$ cat src/rtl/mac_sequencer_pkg.sv
// Shared widths and sequencer state encoding for the MAC-lane sequencer.
package mac_sequencer_pkg;

   localparam int DATA_W = 8;
   localparam int ACC_W  = 16;

   typedef enum logic [2:0] {
      ST_IDLE  = 3'd0,
      ST_LOAD  = 3'd1,
      ST_RUN   = 3'd2,
      ST_DRAIN = 3'd3,
      ST_HOLD  = 3'd4
   } seq_state_e;

endpackage

$ cat src/rtl/mac_sequencer_if.sv
// Bundle of the sequencer's command, operand-stream, MAC-side and result signals.
interface mac_sequencer_if #(
   parameter int LEN_W = 8
);
   import mac_sequencer_pkg::*;

   // Both streams use strict valid/ready: a transfer happens on a rising edge where
   // VALID and READY are both 1; VALID never depends on READY, and the producer holds
   // its payload stable while VALID is 1 without READY.
   logic              START;
   logic [LEN_W-1:0]  LEN;
   logic [ACC_W-1:0]  BIAS;
   logic              BUSY;
   logic              IN_VALID;
   logic              IN_READY;
   logic [DATA_W-1:0] IN_A;
   logic [DATA_W-1:0] IN_B;
   logic              EN_MAC;
   logic              RST_MAC;
   logic [ACC_W-1:0]  BIAS_IN;
   logic [DATA_W-1:0] A;
   logic [DATA_W-1:0] B;
   logic [ACC_W-1:0]  MAC_Y;
   logic              OUT_VALID;
   logic              OUT_READY;
   logic [ACC_W-1:0]  OUT_Y;
   seq_state_e        STATE_DBG;

   modport slave (
      input  START, LEN, BIAS, IN_VALID, IN_A, IN_B, MAC_Y, OUT_READY,
      output BUSY, IN_READY, EN_MAC, RST_MAC, BIAS_IN, A, B, OUT_VALID, OUT_Y, STATE_DBG
   );

   modport master (
      output START, LEN, BIAS, IN_VALID, IN_A, IN_B, MAC_Y, OUT_READY,
      input  BUSY, IN_READY, EN_MAC, RST_MAC, BIAS_IN, A, B, OUT_VALID, OUT_Y, STATE_DBG
   );

endinterface

$ cat src/rtl/mac_sequencer.sv
// Drives one MAC lane through a biased dot product of LEN int8 pairs and
// returns the captured accumulator on a valid/ready result port.
module mac_sequencer
   import mac_sequencer_pkg::*;
#(
   parameter int LEN_W = 8
) (
   input logic            CLKEXT,
   input logic            RSTEXT,
   mac_sequencer_if.slave bus
);

   seq_state_e       state;
   logic [LEN_W-1:0] cnt;
   logic [ACC_W-1:0] bias_q;
   logic [ACC_W-1:0] out_y_q;
   logic             out_valid_q;
   logic             in_hs;
   logic             out_hs;

   assign in_hs  = (state == ST_RUN) && bus.IN_VALID;
   assign out_hs = (state == ST_HOLD) && out_valid_q && bus.OUT_READY;

   always_ff @(posedge CLKEXT or posedge RSTEXT) begin
      if (RSTEXT) begin
         state       <= ST_IDLE;
         cnt         <= '0;
         bias_q      <= '0;
         out_y_q     <= '0;
         out_valid_q <= 1'b0;
      end else begin
         case (state)
            ST_IDLE: begin
               if (bus.START) begin
                  cnt    <= bus.LEN;
                  bias_q <= bus.BIAS;
                  state  <= ST_LOAD;
               end
            end
            ST_LOAD: begin
               state <= (cnt == '0) ? ST_DRAIN : ST_RUN;
            end
            ST_RUN: begin
               if (in_hs) begin
                  cnt <= cnt - LEN_W'(1);
                  if (cnt == LEN_W'(1)) state <= ST_DRAIN;
               end
            end
            ST_DRAIN: begin
               // MAC_Y already reflects the last enabled edge here.
               out_y_q     <= bus.MAC_Y;
               out_valid_q <= 1'b1;
               state       <= ST_HOLD;
            end
            ST_HOLD: begin
               if (out_hs) begin
                  out_valid_q <= 1'b0;
                  // A START in the release cycle is taken as if IDLE, saving a cycle.
                  if (bus.START) begin
                     cnt    <= bus.LEN;
                     bias_q <= bus.BIAS;
                     state  <= ST_LOAD;
                  end else begin
                     state <= ST_IDLE;
                  end
               end
            end
            default: state <= ST_IDLE;
         endcase
      end
   end

   assign bus.BUSY      = (state != ST_IDLE);
   assign bus.IN_READY  = (state == ST_RUN);
   assign bus.EN_MAC    = (state == ST_LOAD) || in_hs;
   assign bus.RST_MAC   = (state == ST_LOAD);
   assign bus.A         = in_hs ? bus.IN_A : '0;
   assign bus.B         = in_hs ? bus.IN_B : '0;
   assign bus.BIAS_IN   = bias_q;
   assign bus.OUT_VALID = out_valid_q;
   assign bus.OUT_Y     = out_y_q;
   assign bus.STATE_DBG = state;

endmodule

$ cat src/flat_wrapper.sv
// flat-port wrapper written by rule: the top's interface ports become plain ports
module mac_sequencer_flat import mac_sequencer_pkg::*;
#(
   parameter int LEN_W = 8
)
  (CLKEXT, RSTEXT, bus_START, bus_LEN, bus_BIAS, bus_IN_VALID, bus_IN_A, bus_IN_B, bus_MAC_Y, bus_OUT_READY, bus_BUSY, bus_IN_READY, bus_EN_MAC, bus_RST_MAC, bus_BIAS_IN, bus_A, bus_B, bus_OUT_VALID, bus_OUT_Y, bus_STATE_DBG);
  mac_sequencer_if #(.LEN_W(LEN_W)) bus_i ();
  input logic CLKEXT;
  input logic RSTEXT;
  input wire logic [$bits(bus_i.START)-1:0] bus_START;
  input wire logic [$bits(bus_i.LEN)-1:0] bus_LEN;
  input wire logic [$bits(bus_i.BIAS)-1:0] bus_BIAS;
  input wire logic [$bits(bus_i.IN_VALID)-1:0] bus_IN_VALID;
  input wire logic [$bits(bus_i.IN_A)-1:0] bus_IN_A;
  input wire logic [$bits(bus_i.IN_B)-1:0] bus_IN_B;
  input wire logic [$bits(bus_i.MAC_Y)-1:0] bus_MAC_Y;
  input wire logic [$bits(bus_i.OUT_READY)-1:0] bus_OUT_READY;
  output wire logic [$bits(bus_i.BUSY)-1:0] bus_BUSY;
  output wire logic [$bits(bus_i.IN_READY)-1:0] bus_IN_READY;
  output wire logic [$bits(bus_i.EN_MAC)-1:0] bus_EN_MAC;
  output wire logic [$bits(bus_i.RST_MAC)-1:0] bus_RST_MAC;
  output wire logic [$bits(bus_i.BIAS_IN)-1:0] bus_BIAS_IN;
  output wire logic [$bits(bus_i.A)-1:0] bus_A;
  output wire logic [$bits(bus_i.B)-1:0] bus_B;
  output wire logic [$bits(bus_i.OUT_VALID)-1:0] bus_OUT_VALID;
  output wire logic [$bits(bus_i.OUT_Y)-1:0] bus_OUT_Y;
  output wire logic [$bits(bus_i.STATE_DBG)-1:0] bus_STATE_DBG;
  assign bus_i.START = bus_START;
  assign bus_i.LEN = bus_LEN;
  assign bus_i.BIAS = bus_BIAS;
  assign bus_i.IN_VALID = bus_IN_VALID;
  assign bus_i.IN_A = bus_IN_A;
  assign bus_i.IN_B = bus_IN_B;
  assign bus_i.MAC_Y = bus_MAC_Y;
  assign bus_i.OUT_READY = bus_OUT_READY;
  assign bus_BUSY = bus_i.BUSY;
  assign bus_IN_READY = bus_i.IN_READY;
  assign bus_EN_MAC = bus_i.EN_MAC;
  assign bus_RST_MAC = bus_i.RST_MAC;
  assign bus_BIAS_IN = bus_i.BIAS_IN;
  assign bus_A = bus_i.A;
  assign bus_B = bus_i.B;
  assign bus_OUT_VALID = bus_i.OUT_VALID;
  assign bus_OUT_Y = bus_i.OUT_Y;
  assign bus_STATE_DBG = bus_i.STATE_DBG;
  mac_sequencer #(.LEN_W(LEN_W)) u_core (.CLKEXT(CLKEXT), .RSTEXT(RSTEXT), .bus(bus_i));
endmodule
$ cat config.mk
export PLATFORM = sky130hd
export DESIGN_NAME = mac_sequencer_flat
export DESIGN_NICKNAME = d
export VERILOG_FILES = /design/src/rtl/mac_sequencer_pkg.sv /design/src/rtl/mac_sequencer_if.sv /design/src/rtl/mac_sequencer.sv /design/src/flat_wrapper.sv
export SDC_FILE = /design/constraint.sdc
export NUM_CORES = 1
export LEC_CHECK = 0
export ABC_AREA = 0
export CAP_MARGIN = 25
export CORE_ASPECT_RATIO = 1.75
export CORE_MARGIN = 8
export CORE_UTILIZATION = 39
export CTS_BUF_LIST = sky130_fd_sc_hd__clkbuf_16
export DETAILED_ROUTE_END_ITERATION = 10
export PLACE_DENSITY = 0.88
export SYNTH_ARGS = -nofsm -noshare
export SYNTH_HDL_FRONTEND = slang
export SYNTH_SLANG_ARGS = --single-unit
$ cat constraint.sdc
create_clock -name CLKEXT -period 2.65 [get_ports CLKEXT]
set_clock_uncertainty 0.15 [all_clocks]
set_input_delay 0.3975 -clock CLKEXT [delete_from_list [all_inputs] [get_ports CLKEXT]]
set_output_delay 0.3975 -clock CLKEXT [all_outputs]
set_load 0.02 [all_outputs]
==> impl_metrics.yaml, run 1 <==
drt:
  wl_microns: 6490
  drtIter0Drc: 69
  dr.pass1.iters: 4
  wl_met1_microns: 2310
  drtAntennaViolNets: 0
  num_vias: 1916
  post_drt_wl_per_cell_microns: 16.8
  drt-vias-per-instance: 4.95
  wl_met2_microns: 3520
  dr_wl_met3_microns: 539
  drcViolationCount: 0
  top_layer_used: "met4"
timing:
  period_share: 0.971
  setup_viol: 0
  min_period_ps: 2570
  drv_slew: 0
  holdWs_ps: 350
  worstMarginPinSlew_ps: 869
  relSlewSlack: 0.417
  rsz0062_at_grt: "no"
  fmax_mhz: 388
  tns_ps: 0
  finalHoldViolations: 0
setup_path:
  crit_arrival_ps: 2030
  criticalPathCategory: "flip-flop to output port"
  cpMaxStageDelayCell: "clkdlybuf4s50_1"
  worstSetupStartpointType: "flip-flop"
  worstRegToRegCells: 5
  end_kind: "output port"
  crit_chain: "or3b_4 > clkinvlp_2 > and3_1 > clkdlybuf4s50_1"
  reg2reg_slack_ps: 520
  slowest_delay_ps: 600
  cp.required_ps: 2100
  cp_max_fo: 5
clock_network:
  clk_path_buf_depth: 2
  cts.sinks: 44
  htreeDepth: 2
  cts-root-buf: "clkbuf_16"
  clk_latency_ps: 280
  cts_made_buffers: 5
  clk_pin_slew_worst_paths_ps: 60
  cts_tree: "built"
  cts_hold_buf: 0
synthesis:
  ys_warn_count: 0
  ys_seq_area_frac: 0.509
  yosys.area.top_type: "dfrtp_1"
  synthesis.nets: 252
  syn_area_per_cell_sq_um: 11.5
  syn_area_sq_mm: 0.00216
  yosysUniqueCellTypes: 40
  synth_area_leaders: "dfrtp_1 51%, mux2_2 17%, and3_1 4.6%"
  synth.top_cell.area_share: 0.509
  synthCells: 188
  synth_seq_cells: 44
global_route:
  grt_max_degree: 24
  grt_pass1_wl_microns: 9940
  overflow: 0
  grt_use_total: 0.153
  antenna_found_initial: 0
  first_global_vias: 2028
finish:
  final_cell_mix: "115 x clkdlybuf4s50_1, 44 x dfrtp_1, 32 x mux2_2"
  final_common_cell: "clkdlybuf4s50_1"
  area_growth_pct: 65.9
  multi_input_area_sq_um: 957
  num-nets-final: 375
  drive_gt1_frac: 0.180
  seq_area_sq_mm: 0.00110
  diodes: 0
  n_fill_cell: 430
floorplan:
  die-area_sq_mm: 0.00828
  coreArea_sq_mm: 0.00545
  dieHeight_microns: 115
  ios: 117
  die_x_microns: 72.3
  rows: 36
  initial_core_util: 0.397
outcome:
  status: "completed"
flow_run:
  drv_cap: 0
place:
  portBuffers: 116
  dp_hpwl_microns: 5070
  place_congestion: 0.849
power:
  vdd_drop_max_uv: 465
  power.density_mw_per_mm2: 400
  leakage_nw: 1.62
min_path:
  hold_path.class: "input pin to asynchronous set/reset pin"
[per-stage QoR]
stage          std cells  power (mW)   util  worst slack (ps)  cell area [sq um]
6_report             387        1.44  0.658              75.9               3590
5_1_grt              387        1.49  0.658              6.84               3590
3_3_place_gp         376       0.878  0.628               198               3420
3_5_place_dp         376       0.881  0.628               152               3420
4_1_cts              385        1.45  0.656              6.93               3570
2_1_floorplan        188       0.751      -               327               2160
[Yosys cell counts]
cell type,n
a211oi_1,2
a21boi_0,1
a21boi_4,1
a21o_1,1
a21oi_1,9
a22oi_1,1
a2bb2oi_1,1
a31oi_1,1
and3_1,16
and4b_1,1
buf_2,4
buf_4,2
buf_6,3
clkbuf_1,2
clkbuf_2,1
dfrtp_1,44
ha_1,3
inv_1,7
mux2_2,32
mux2_4,1
nand2_1,12
nand2b_1,3
nand3b_1,1
nand3b_2,1
nand4bb_1,1
nor2_1,10
nor2b_1,1
nor3_1,5
o21ai_0,7
o221a_2,1
o22a_1,2
o311ai_0,1
o31ai_1,3
o32a_1,1
or2_1,1
or3_1,1
or3b_1,1
or4_1,1
or4b_2,1
xnor2_1,1
[flip-flops by register name (all words and copies together), names as in the netlist]
| name | flops |
|---|---|
| u_core.bus.BIAS_IN | 16 |
| u_core.bus.OUT_Y | 16 |
| u_core.cnt | 8 |
| u_core.bus.STATE_DBG | 3 |
| u_core.bus.OUT_VALID | 1 |
[layer usage]
| metal | track usage | up-vias |
|---|---|---|
| li1 | - | 912 |
| met1 | 0.145 | 895 |
| met2 | 0.288 | 96 |
| met3 | 0.0544 | 13 |
| met4 | 0.0535 | 0 |
| met5 | 0 | - |
[power breakdown]
part           internal (mW)  switching, mW
Combinational          0.117         0.0596
Sequential             0.684        0.00562
Clock                  0.337          0.233
Total                   1.14          0.298
[repair_timing]
action,4_1_cts,5_1_grt
cloned,0,2
setup buffers,2,0
endpoints found under the setup margin,16,15
gates resized for setup,2,2
[cell type report]
type	count	area share
Timing Repair Buffer	126	0.351
Sequential cell	44	0.307
Multi-Input combinational cell	125	0.267
Clock buffer	5	0.0349
Tap cell	76	0.0265
Inverter	7	0.00837
Timing Repair inverter	2	0.00349
Clock inverter	2	0.00209
[cells by family (layout without fill, tap and decap cells)]
| family | after synthesis | in the layout | synth area share |
|---|---|---|---|
| and+or+nand+nor | 56 | 56 | 0.144 |
| DFF | 44 | 44 | 0.509 |
| muxes | 33 | 33 | 0.174 |
| AOI/OAI and AO/OA | 32 | 32 | 0.102 |
| buffers and inverters | 19 | 142 | 0.0497 |
| adders and majority gates | 3 | 3 | 0.0174 |
| xor gates and xnor gates | 1 | 1 | 0.00405 |
[worst max-delay path, delay by kind of cell, from the launching register on]
family,cells,cell delay [ps]
buf+inv,2,760
simple gates,2,610
flops,1,370
[path summary, 6_finish.rpt]
check,from,end
worst min register to register,u_core.bus.OUT_Y[7]$_DFFE_PP0P_,u_core.bus.OUT_Y[7]$_DFFE_PP0P_
min in group CLKEXT,u_core.bus.OUT_Y[7]$_DFFE_PP0P_,u_core.bus.OUT_Y[7]$_DFFE_PP0P_
worst max-delay path,u_core.bus.STATE_DBG[0]$_DFFE_PP0P_,bus_A[7]
worst min-delay path,RSTEXT,u_core.bus.BIAS_IN[4]$_DFFE_PP0P_
max in group asynchronous,RSTEXT,u_core.bus.STATE_DBG[2]$_DFFE_PP0P_
worst max register to register,u_core.bus.STATE_DBG[0]$_DFFE_PP0P_,u_core.cnt[1]$_DFFE_PP0P_
Power figures use the tool's default switching activity.
==> run 2: changes to the inputs <==
Settings changed: CAP_MARGIN 25 to 10, CORE_UTILIZATION 39 to 30, PLACE_DENSITY 0.88 to 0.72.
==> run 2 against run 1 <==
- hold slack better by 3.8 ps
- largest cell class unchanged
- cell count increased by 4.4%
- wire length rose by 6.9%
==> impl_metrics.yaml, run 2 (synthesized netlist as in run 1, its figures left out) <==
outcome:
  status: "completed"
drt:
  post_drt_wl_per_cell_microns: 17.2
  drt-vias-per-instance: 4.83
  drtIter0Drc: 58
  num_vias: 1951
  wl_microns: 6930
  drtAntennaViolNets: 0
  dr.pass1.iters: 5
  drcViolationCount: 0
clock_network:
  clk_pin_slew_worst_paths_ps: 60
  clk_path_buf_depth: 2
  cts_made_buffers: 5
  cts_hold_buf: 0
  cts.sinks: 44
  clk_latency_ps: 290
  cts_tree: "built"
  htreeDepth: 2
  cts-root-buf: "clkbuf_16"
flow_run:
  drv_cap: 0
setup_path:
  cp.required_ps: 2100
  r2r_end: "u_core.cnt[6]$_DFFE_PP0P_"
  rr_startpoint: "u_core.cnt[0]$_DFFE_PP0P_"
  worstSetupStartpointType: "flip-flop"
  cp_max_fo: 9
  worstRegToRegCells: 5
  reg2reg_slack_ps: 490
  crit_arrival_ps: 2040
  criticalPathCategory: "flip-flop to output port"
  end_kind: "output port"
global_route:
  first_global_vias: 2127
  grt_pass1_wl_microns: 10700
  antenna_found_initial: 0
  overflow: 0
  grt_max_degree: 34
  grt_use_total: 0.134
power:
  power.density_mw_per_mm2: 431
  vdd_drop_max_uv: 498
  leakage_nw: 1.84
timing:
  setup_viol: 0
  min_period_ps: 2590
  rsz0062_at_grt: "no"
  period_share: 0.976
  drv_slew: 0
  worstMarginPinSlew_ps: 722
  fmax_mhz: 386
  finalHoldViolations: 0
  timing.final.ws_setup_ps: 62.5
  tns_ps: 0
  relSlewSlack: 0.517
floorplan:
  die_x_microns: 80.2
  rows: 41
  ios: 117
  initial_core_util: 0.306
  coreArea_sq_mm: 0.00708
  dieHeight_microns: 128
  die-area_sq_mm: 0.0103
finish:
  n_fill_cell: 640
  num-nets-final: 381
  diodes: 0
  drive_gt1_frac: 0.204
  area_growth_pct: 69.5
  final_common_cell: "clkdlybuf4s50_1"
  final_cell_mix: "99 x clkdlybuf4s50_1, 44 x dfrtp_1, 32 x mux2_2"
place:
  preCtsSetupSlack_ps: 46.3
  dp_hpwl_microns: 5480
  portBuffers: 116
  place_congestion: 0.868
min_path:
  holdPathEnd: "u_core.bus.OUT_Y[1]$_DFFE_PP0P_"
  min-delay-start: "u_core.bus.OUT_Y[1]$_DFFE_PP0P_"
  hold_path.class: "flip-flop to flip-flop"
  min_path_cells: 1
-- run 2: changes by cell type in the layout (fill, tap and decap cells not counted), sizes merged --
cell | before | now
clkdlybuf4s50 | 115 | 99
dlygate4sd2 | 1 | 9
dlymetal6s2s | 0 | 8
buf | 10 | 17
clkinv | 3 | 0
inv | 5 | 7
bufinv | 0 | 1
-- run 2: how the worst max path moves through the flow --
stage	start	end	slack, ps	depth (start not counted)
6_report	u_core.bus.STATE_DBG[0]$_DFFE_PP0P_	bus_IN_READY	60	4
5_1_grt	u_core.bus.STATE_DBG[0]$_DFFE_PP0P_	bus_IN_READY	10	4
4_1_cts	u_core.bus.STATE_DBG[0]$_DFFE_PP0P_	bus_A[0]	0.4	4
3_5_place_dp	bus_IN_VALID	bus_B[0]	50	4
3_3_place_gp	bus_IN_VALID	bus_B[2]	80	4
2_1_floorplan	u_core.bus.STATE_DBG[0]$_DFFE_PP0P_	bus_A[0]	330	6
-- run 2: power breakdown --
group / switching [mW] / leakage, nW / internal [mW]
combinational: 0.0608 / 1.18 / 0.115
sequential: 0.00582 / 0.573 / 0.684
clock: 0.267 / 0.0804 / 0.448
total: 0.334 / 1.84 / 1.25
-- run 2: per-stage QoR --
| step | hold slack, ps | instances | utilization | power (mW) | instance area, sq um |
|---|---|---|---|---|---|
| 5_1_grt | 369 | 404 | 0.518 | 1.64 | 3670 |
| 6_report | 354 | 404 | 0.518 | 1.58 | 3670 |
| 2_1_floorplan | 342 | 188 | - | 0.751 | 2160 |
| 3_3_place_gp | 337 | 392 | 0.488 | 0.877 | 3460 |
| 4_1_cts | 358 | 402 | 0.513 | 1.61 | 3630 |
| 3_5_place_dp | 342 | 392 | 0.488 | 0.880 | 3460 |
-- run 2: worst max-delay path, stage by stage (launching register included) --
cell,delay [ps]
dfrtp_1,380
or3b_1,470
clkinvlp_4,180
buf_4,130
clkdlybuf4s50_1,590
-- run 2: routing by layer --
layer	GRT usage	routed length, microns
met1	0.122	2350
met2	0.249	3850
met3	0.0426	538
met4	0.0711	197
met5	0	0
-- run 2: cell type report --
type / count / area, sq um / share of cell area
clock buffer: 5 / 125 / 0.0341
sequential: 44 / 1100 / 0.300
timing repair buffer: 133 / 1300 / 0.354
multi-input combinational: 125 / 955 / 0.260
clock inverter: 3 / 46.3 / 0.0126
inverter: 7 / 30.0 / 0.00819
timing repair inverter: 1 / 5.00 / 0.00136
tap: 86 / 108 / 0.0293
-- run 2: what timing repair did --
action | CTS | global route
gates resized for setup | 10 | 8
cloned | 0 | 1
buffers inserted | 2 | 1
pin swaps | 0 | 0
endpoints found under the setup margin | 16 | 9
